--- src/rtl/riscv_imm_pkg.sv ---
// Shared opcode constants, immediate format codes and the decoded-word record.
// imm is carried at the widest legal XLEN; each instance uses its low XLEN bits.
package riscv_imm_pkg;

    localparam logic [6:0] OP_LOAD   = 7'b0000011;
    localparam logic [6:0] OP_IMM    = 7'b0010011;
    localparam logic [6:0] OP_JALR   = 7'b1100111;
    localparam logic [6:0] OP_STORE  = 7'b0100011;
    localparam logic [6:0] OP_BRANCH = 7'b1100011;
    localparam logic [6:0] OP_LUI    = 7'b0110111;
    localparam logic [6:0] OP_AUIPC  = 7'b0010111;
    localparam logic [6:0] OP_JAL    = 7'b1101111;

    localparam int IMM_W = 64;

    typedef enum logic [2:0] {
        FMT_I,
        FMT_S,
        FMT_B,
        FMT_U,
        FMT_J,
        FMT_NONE
    } imm_fmt_e;

    typedef struct packed {
        logic [IMM_W-1:0] imm;
        imm_fmt_e         fmt;
        logic             illegal;
    } imm_word_t;

endpackage

--- src/rtl/imm_decode.sv ---
// Purpose: combinational opcode-to-format decode and immediate sign extension.
// Latency: zero cycles, pure combinational.
// Backpressure: none; the caller decides when the result is captured.
module imm_decode
    import riscv_imm_pkg::*;
#(
    parameter int SHIFT_BJ = 0
) (
    input  logic [31:0] instr,
    output imm_word_t   word
);

    logic sgn;

    assign sgn = instr[31];

    always_comb begin
        word         = '0;
        word.fmt     = FMT_NONE;
        word.illegal = 1'b0;
        case (instr[6:0])
            OP_LOAD, OP_IMM, OP_JALR: begin
                word.imm = {{52{sgn}}, instr[31:20]};
                word.fmt = FMT_I;
            end
            OP_STORE: begin
                word.imm = {{52{sgn}}, instr[31:25], instr[11:7]};
                word.fmt = FMT_S;
            end
            OP_BRANCH: begin
                word.imm = {{51{sgn}}, instr[31], instr[7], instr[30:25], instr[11:8], 1'b0};
                word.fmt = FMT_B;
            end
            OP_LUI, OP_AUIPC: begin
                word.imm = {{32{sgn}}, instr[31:12], 12'b0};
                word.fmt = FMT_U;
            end
            OP_JAL: begin
                word.imm = {{43{sgn}}, instr[31], instr[19:12], instr[20], instr[30:21], 1'b0};
                word.fmt = FMT_J;
            end
            default: begin
                word.illegal = 1'b1;
            end
        endcase

        // Halfword-unit offsets: arithmetic shift keeps the sign for backward targets.
        if (SHIFT_BJ != 0 && (word.fmt == FMT_B || word.fmt == FMT_J)) begin
            word.imm = {word.imm[IMM_W-1], word.imm[IMM_W-1:1]};
        end
    end

endmodule

--- src/rtl/imm_gen_pipe.sv ---
// Purpose: registered immediate generator between instruction register and ALU B-mux.
// Latency: one cycle from accept to out_valid; one instruction per cycle sustained.
// Backpressure: 2-entry (output + skid) buffer; in_ready comes straight from the skid flop.
module imm_gen_pipe
    import riscv_imm_pkg::*;
#(
    parameter int XLEN     = 64,
    parameter int SHIFT_BJ = 0
) (
    input  logic            clk,
    input  logic            rst_n,
    input  logic            flush,
    input  logic            in_valid,
    output logic            in_ready,
    input  logic [31:0]     in_instr,
    output logic            out_valid,
    input  logic            out_ready,
    output logic [XLEN-1:0] out_imm,
    output imm_fmt_e        out_fmt,
    output logic            out_illegal
);

    localparam imm_word_t WORD_RST = '{imm: '0, fmt: FMT_NONE, illegal: 1'b0};

    imm_word_t dec_word;
    imm_word_t out_q;
    imm_word_t skid_q;
    logic      out_vld;
    logic      skid_vld;
    logic      accept;
    logic      drain;

    imm_decode #(
        .SHIFT_BJ (SHIFT_BJ)
    ) u_decode (
        .instr (in_instr),
        .word  (dec_word)
    );

    assign in_ready = !skid_vld;
    assign accept   = in_valid && !skid_vld;
    assign drain    = out_vld && out_ready;

    always_ff @(posedge clk or negedge rst_n) begin
        if (!rst_n) begin
            out_q    <= WORD_RST;
            skid_q   <= WORD_RST;
            out_vld  <= 1'b0;
            skid_vld <= 1'b0;
        end else if (flush) begin
            out_vld  <= 1'b0;
            skid_vld <= 1'b0;
        end else if (drain) begin
            // A full skid blocks accept, so refill comes from exactly one source.
            if (skid_vld) begin
                out_q    <= skid_q;
                out_vld  <= 1'b1;
                skid_vld <= 1'b0;
            end else if (accept) begin
                out_q   <= dec_word;
                out_vld <= 1'b1;
            end else begin
                out_vld <= 1'b0;
            end
        end else if (accept) begin
            if (!out_vld) begin
                out_q   <= dec_word;
                out_vld <= 1'b1;
            end else begin
                skid_q   <= dec_word;
                skid_vld <= 1'b1;
            end
        end
    end

    assign out_valid   = out_vld;
    assign out_imm     = out_q.imm[XLEN-1:0];
    assign out_fmt     = out_q.fmt;
    assign out_illegal = out_q.illegal;

endmodule
--- config.mk ---
export PLATFORM = sky130hd
export DESIGN_NAME = imm_gen_pipe
export DESIGN_NICKNAME = d
export VERILOG_FILES = /design/src/rtl/riscv_imm_pkg.sv /design/src/rtl/imm_decode.sv /design/src/rtl/imm_gen_pipe.sv
export SDC_FILE = /design/constraint.sdc
export NUM_CORES = 1
export LEC_CHECK = 0
export ABC_AREA = 1
export ABC_CLOCK_PERIOD_IN_PS = 1600
export CORE_UTILIZATION = 40
export DETAILED_ROUTE_END_ITERATION = 7
export PLACE_DENSITY_LB_ADDON = 0.05
export SETUP_SLACK_MARGIN = 0.02
export SYNTH_ARGS = -nofsm -noshare
export SYNTH_HDL_FRONTEND = slang
export SYNTH_SLANG_ARGS = --single-unit
--- constraint.sdc ---
create_clock -name clk -period 1.6 [get_ports clk]
set_clock_uncertainty 0.1 [all_clocks]
set_input_delay 0.16 -clock clk [delete_from_list [all_inputs] [get_ports clk]]
set_output_delay 0.16 -clock clk [all_outputs]
set_load 0.03 [all_outputs]
==> impl_results.md, run 1 <==
* Pint at roughly 3.4 mW
* Die width at 104 um
* Max_slew headroom at 0.709
* Number of DRC markers in iteration 0 at roughly 170
* Non-filler instance count after layout at between 700 and 800
* Syn_area_per_cell at approximately 7.5 um^2
* Setup crit start: out_valid
* CP max stage delay at approximately 0.38 ns
* H-tree levels at 3
* GPL Wtd Cong at approximately 0.92
* Total number of vias at approximately 3800
* Worst VDD drop at 0.374 mV
* Hold Vio Cnt, Final at 0
* IO buf count at between 100 and 150
* Period utilization at 0.992
* P_leak at 3.16 nW
* Final ANT Viol Nets at 0
* Die height at between 100 and 150 um
* Ant diodes at 0
* Comb pwr share at 0.234
* DRC errors left at 0
* Final Max Tran Viols at 0
* CP arrival at between 1.5 and 2 ns
* Warnings from Yosys at 0
* CORE AREA at 9910 um^2
* Clock Tree Root: clkbuf_8
* Total Wirelength at 10600 um
* R2r startpoint: out_valid
* Status: complete, no violations
* Tightest Pin Transition at between 0.4 and 0.5 ns
* Layout net count at roughly 690
* Crit path required time at between 1.5 and 2 ns
* RSZ-0062 raised after global routing: true
* CTS max path bufs at 2
* Sequential share of power at 0.468
* Min-delay worst type: in -> async
* Fin crit period at ~1.6 ns
* Post-synthesis sequential area ratio at 0.448
* Syn_nets at 587
* Clock share of power at 0.298
* Drt wl/cell at ~13 um
* Worst-path fanout max at 8
* Sw Ratio at 0.310
* Routed vias/inst at around 4.8
* CTS Sinks at 74
* GR Overflow Total at 0
* Worst-Skew Late Latency at approximately 0.34 ns
* Row Count at 36
* Global Route Usage Sum at 0.195
* Num ports at ~110
* Share of cells above drive strength 1 at 0.214
* Die area at about 11000 um^2
* CP most frequent cell: inv_2
* Final Util at 0.577
* DRT Pass-1 Iters at 6
* Crit. End Element: flop
* CP Buf/Inv Count at 4
* Synth Instances at 550
* Vias in the first global route at 3576
* DP Cell Count at 763
* Max_cap viols at 0
* CTS tree: done
* Starting density of the core at 0.418
* Power Density at about 860 nW/um^2
* Slowest stage cell, crit path: dfrtp_2
* Setup Total Neg Slack at 0 ns
* Fmax at approximately 630 MHz
* Pin count of the biggest net entering global routing at 75
* Setup violations, final at 0
* Crit path max-delay family: simple AND/OR/NAND/NOR gates
* Startpoint Class: flop
* First-pass GRT wire length at about 17000 um
* Clock-pin transition on the worst setup and hold timing paths at 0.08 ns
* Layout area overhead at 38.0%
* Initial antenna violation count at 0
* HPWL Detailed at between 6000 and 7000 um
* Kind of critical path: reg -> reg
* Synthesized flop and latch total at 74
* Inserted Clock Buffers at 9
* Switch Pwr at 1.52 mW
* Synth unique cells at 28
* Area of the mapped netlist at approximately 4100 um^2
* Crit path cell chain: inv_2 > nor2_2 > inv_2 > or2_4 > nor2_4 > buf_6 > clkbuf_16 > a31oi_2
cell type report:
class / instances / area, um^2
Tap cell: 133 / 166
Multi-Input combinational cell: 382 / 1910
Clock buffer: 10 / 128
Timing Repair Buffer: 148 / 1460
Clock inverter: 6 / 66.3
Fill cell: 913 / 4190
Inverter: 34 / 130
Sequential cell: 74 / 1860
kinds of logic (layout without fill, tap and decap cells):
kind of cell | count (synthesis) | after routing | share of synthesized area
AOI/OAI and AO/OA | 49 | 49 | 0.0846
buffers and inverters | 94 | 198 | 0.130
and+or+nand+nor | 333 | 333 | 0.337
DFF | 74 | 74 | 0.448
worst paths after layout:
path                       slack (ns)     endpoint  cells past startpoint
max in group asynchronous        0.75   out_fmt[2]                      3
min in group clk                 0.33   skid_q[20]                      3
min reg2reg                      0.37   out_fmt[2]                      2
min                              0.24  out_imm[16]                      3
max reg2reg                      0.01   skid_q[23]                      8
max                              0.01   skid_q[23]                      8
layout by cell type, fill, tap and decap left out, types with 3 or more instances in the layout:
cell type / synthesis / final
nand3_1: 51 / 49
buf_4: 34 / 58
nand3_2: 1 / 3
a31oi_4: 0 / 11
o21ai_1: 7 / 7
clkbuf_8: 0 / 9
clkinvlp_4: 0 / 3
o21ai_0: 6 / 6
nand2_1: 168 / 166
buf_6: 6 / 3
inv_2: 5 / 7
dlygate4sd2_1: 0 / 35
nand2_2: 7 / 7
dfrtp_1: 70 / 69
buf_12: 0 / 8
dfstp_2: 4 / 4
clkdlybuf4s50_1: 0 / 35
clkbuf_16: 0 / 4
nor2_1: 98 / 98
nand2_4: 1 / 3
a31oi_1: 17 / 12
inv_1: 29 / 26
a21oi_1: 6 / 5
a31oi_2: 10 / 4
what timing repair did:
action	CTS	global route
pin swaps	1	13
setup endpoints to repair	39	58
resized for setup	38	29
endpoints found under the hold margin	70	0
hold buffers	1	0
cloned	1	4
buffers inserted	2	0
registers in the layout, summed over array words and instances, names as in the netlist:
name / flops
skid_vld: 1
out_imm: 32
out_illegal: 1
out_valid: 1
out_fmt: 3
skid_q: 36
stage by stage:
| step | hold slack, ns | instance area, um^2 | power [mW] | setup slack [ns] |
|---|---|---|---|---|
| 2_1_floorplan | -0.236 | 4150 | 2.97 | 0.00342 |
| 3_3_place_gp | 0.114 | 5230 | 3.35 | -0.238 |
| 3_5_place_dp | 0.118 | 5230 | 3.37 | -0.239 |
| 4_1_cts | 0.284 | 5430 | 4.82 | 0.0268 |
| 5_1_grt | 0.311 | 5720 | 5.15 | -0.0543 |
| 6_report | 0.244 | 5720 | 4.89 | 0.0123 |
per-layer routing:
| metal | global-route usage | part of all wire | vias to the layer above |
|---|---|---|---|
| met3 | 0.0409 | 0.040 | 8 |
| met2 | 0.318 | 0.48 | 88 |
| met5 | 0 | 0 | - |
| met1 | 0.260 | 0.46 | 1780 |
| met4 | 0.0592 | 0.014 | 0 |
| li1 | - | - | 1905 |
Yosys cell counts, drive strengths merged:
master / count / area share
nand4: 1 / 0.0030
o21ai: 13 / 0.016
or2: 1 / 0.0021
a21oi: 7 / 0.0094
buf: 52 / 0.092
nand3: 52 / 0.064
dfstp: 4 / 0.025
dfrtp: 70 / 0.42
o31ai: 1 / 0.0018
nor2: 103 / 0.10
inv: 34 / 0.031
nand2: 176 / 0.17
o211ai: 1 / 0.0018
clkbuf: 8 / 0.0073
a31oi: 27 / 0.056
power by group through the flow:
stage | Clock (mW) | Sequential, mW | Combinational (mW)
6_report | 1.46 | 2.29 | 1.15
5_1_grt | 1.58 | 2.32 | 1.25
4_1_cts | 1.52 | 2.28 | 1.03
3_5_place_dp | 0 | 2.32 | 1.05
3_3_place_gp | 0 | 2.31 | 1.04
2_1_floorplan | 0 | 2.41 | 0.567
worst register-to-register path: stages, from the launching register on:
cell       delay, ns
dfrtp_2         0.38
inv_2           0.04
nor2_2          0.08
inv_2           0.04
or2_4           0.23
nor2_4          0.17
buf_6           0.17
clkbuf_16       0.17
a31oi_2         0.09
Note: power is estimated with default switching activity, not from simulation.
==> run 2: changes to the inputs <==
Settings changed: ABC_CLOCK_PERIOD_IN_PS 1600 to default, DONT_BUFFER_PORTS from default to 1.
==> impl_results.md, run 2 (same netlist as run 1, synthesis figures left out) <==
* Status: finished with violations
* Failing checks: negative hold slack, negative setup slack
* Row Count at 36 (unchanged)
* Total number of vias at 3541 (-6.3%)
* Final Max Tran Viols at 0 (unchanged)
* Clock Tree Root: clkbuf_8
* P_leak at 2.71 nW (-14%)
* DP Cell Count at 641 (-16%)
* Worst setup margin at -0.429 ns (-0.441 ns)
* Final ANT Viol Nets at 0 (unchanged)
* CP arrival at 1.77 ns (+0.06 ns)
* Total Wirelength at 11500 um (+8.1%)
* Share of cells above drive strength 1 at 0.213 (-0.00141)
* Crit path max-delay family: buffers and inverters
* Commonest non-fill, non-tap cell in the layout: nand2_1
* CORE AREA at 9910 um^2 (unchanged)
* Tightest Pin Transition at 0.365 ns (-0.0716 ns)
* GR Overflow Total at 0 (unchanged)
* Fillers at 991 (+8.5%)
* Starting density of the core at 0.418 (unchanged)
* Period utilization at 1.27 (+0.276)
* H-tree levels at 3 (unchanged)
* Startpoint Class: flop
* DRC errors left at 0 (unchanged)
* Storage cell area at 1860 um^2 (+0.20%)
* Worst-Skew Late Latency at 0.36 ns (+0.02 ns)
* Crit. End Element: primary output
* Pin count of the biggest net entering global routing at 75 (unchanged)
* Worst VDD drop at 0.429 mV (+15%)
* Initial antenna violation count at 0 (unchanged)
* RSZ-0062 raised after global routing: true
* IO buf count at 0 (-100%)
* Global Route Usage Sum at 0.205 (+0.0102)
* Max reg flops at 36 (unchanged)
* Hold Vio Cnt, Final at 74 (+74)
* Design area at 5180 um^2 (-9.4%)
* DRT Pass-1 Iters at 6 (unchanged)
* Die area at 10800 um^2 (unchanged)
* GPL Wtd Cong at 0.852 (-7.0%)
* Inserted Clock Buffers at 9 (unchanged)
* Num ports at 107 (unchanged)
* Slowest stage cell, crit path: buf_16
* Placed instance area at 4140 um^2 (-21%)
* Die height at 104 um (unchanged)
* Non-filler instance count after layout at 702 (-11%)
* Worst-path fanout max at 18 (+10)
* CTS tree: done
* Layout area overhead at 25.0%
* Routed vias/inst at 5.04 (+5.0%)
* HPWL Detailed at 6610 um (-4.9%)
* CTS Sinks at 74 (unchanged)
* CP most frequent cell: buf_16
* Min-delay worst type: in -> async
* Number of DRC markers in iteration 0 at 160 (-4.2%)
* Ant diodes at 0 (unchanged)
* Layout net count at 601 (-12%)
* Top reg by flops: skid_q
* Die width at 104 um (unchanged)
* CP max stage delay at 0.52 ns (+0.14 ns)
* Kind of critical path: reg -> out
* Reg2reg setup slack at 0 ns (about the same)
* R2r startpoint: out_valid
* Max_slew headroom at 0.756 (+0.0470)
* Vias in the first global route at 3410 (-4.6%)
* Reg2reg path depth at 9 (+1)
* Hold Slack at -0.617 ns (-0.861 ns)
* Drt wl/cell at 16.3 um (+21%)
* Crit path required time at 1.34 ns (-0.38 ns)
* # hold bufs at CTS at 29 (+28)
* CP Buf/Inv Count at 2 (-2)
* First-pass GRT wire length at 17400 um (+2.7%)
* Multi-input gate area at 1940 um^2 (+1.6%)
* RR Endpoint: skid_q[3]
* Setup violations, final at 19 (+19)
* Fin crit period at 2.03 ns (+0.441 ns)
* Max_cap viols at 0 (unchanged)
* Commonest cells after routing, fill and taps aside: nand2_1, nor2_1, dfrtp_1, nand3_1, dlygate4sd3_1
* Fmax at 493 MHz (-22%)
* Power Density at 966 nW/um^2 (+13%)
* Crit path cell chain: buf_16 > buf_16
* CTS max path bufs at 2 (unchanged)
* Clock-pin transition on the worst setup and hold timing paths at 0.09 ns (about the same)
-- run 2: changes by cell type in the layout (fill, tap and decap cells not counted), moves of 8 or more --
cell             change
clkdlybuf4s50_1     -35
dlygate4sd2_1       -35
nor2_2               +8
nor2_1              -25
buf_4               -47
dlygate4sd3_1       +28
a31oi_4             -11
nor2_4              +17
-- run 2: where the power goes --
group | switching (mW) | internal [mW]
Clock | 0.747 | 0.919
Combinational | 0.449 | 0.428
Sequential | 0.306 | 2.15
Total | 1.50 | 3.50
-- run 2: worst max path at each step --
| stage | from | end | cells past startpoint |
|---|---|---|---|
| final | out_imm[62] | out_imm[50] | 2 |
| after detailed placement | out_imm[62] | out_imm[50] | 2 |
| after global placement | out_imm[62] | out_imm[50] | 2 |
| after CTS | out_imm[62] | out_imm[50] | 2 |
| after global routing | out_imm[62] | out_imm[45] | 2 |
| after floorplan | out_valid | skid_q[22] | 8 |
-- run 2: what timing repair did --
action / CTS / global route
endpoints found under the hold margin: 124 / 74
endpoints found under the setup margin: 25 / 75
setup buffers: 2 / 3
resized for setup: 2 / 66
cloned: 1 / 10
pin swaps: 1 / 8
-- run 2: per-stage QoR --
step / setup slack (ns) / hold WS [ns] / utilization / power [mW] / TNS, ns
floorplan: 0.00342 / -0.236 / - / 2.97 / 0
global placement: -0.0608 / -0.233 / 0.418 / 3.03 / -1.04
detailed placement: -0.0618 / -0.233 / 0.418 / 3.06 / -1.05
CTS: -0.441 / -0.641 / 0.475 / 4.81 / -7.87
global route: -0.469 / -0.642 / 0.523 / 5.24 / -9.39
finish: -0.429 / -0.617 / 0.523 / 5.00 / -7.64
-- run 2: final cells by class --
cell class / instances / share of cell area
well taps: 133 / 0.0321
flip-flops and latches: 74 / 0.360
multi-input cells: 382 / 0.375
clock inverters: 5 / 0.0152
repair buffers: 63 / 0.166
clock buffers: 11 / 0.0273
inverters: 34 / 0.0251
-- run 2: worst reg2reg max path, delay by kind of cell (launching register included) --
family / cells / cell delay (ns)
simple gates: 4 / 0.47
buf+inv: 4 / 0.42
flops: 1 / 0.38
compound gates: 1 / 0.15
-- run 2: routing by layer --
metal / vias to the layer above / part of all wire / global-route usage
met4: 0 / 0.016 / 0.0888
met1: 1674 / 0.46 / 0.278
met2: 107 / 0.47 / 0.318
met3: 16 / 0.051 / 0.0409
li1: 1744 / - / -
met5: - / 0 / 0
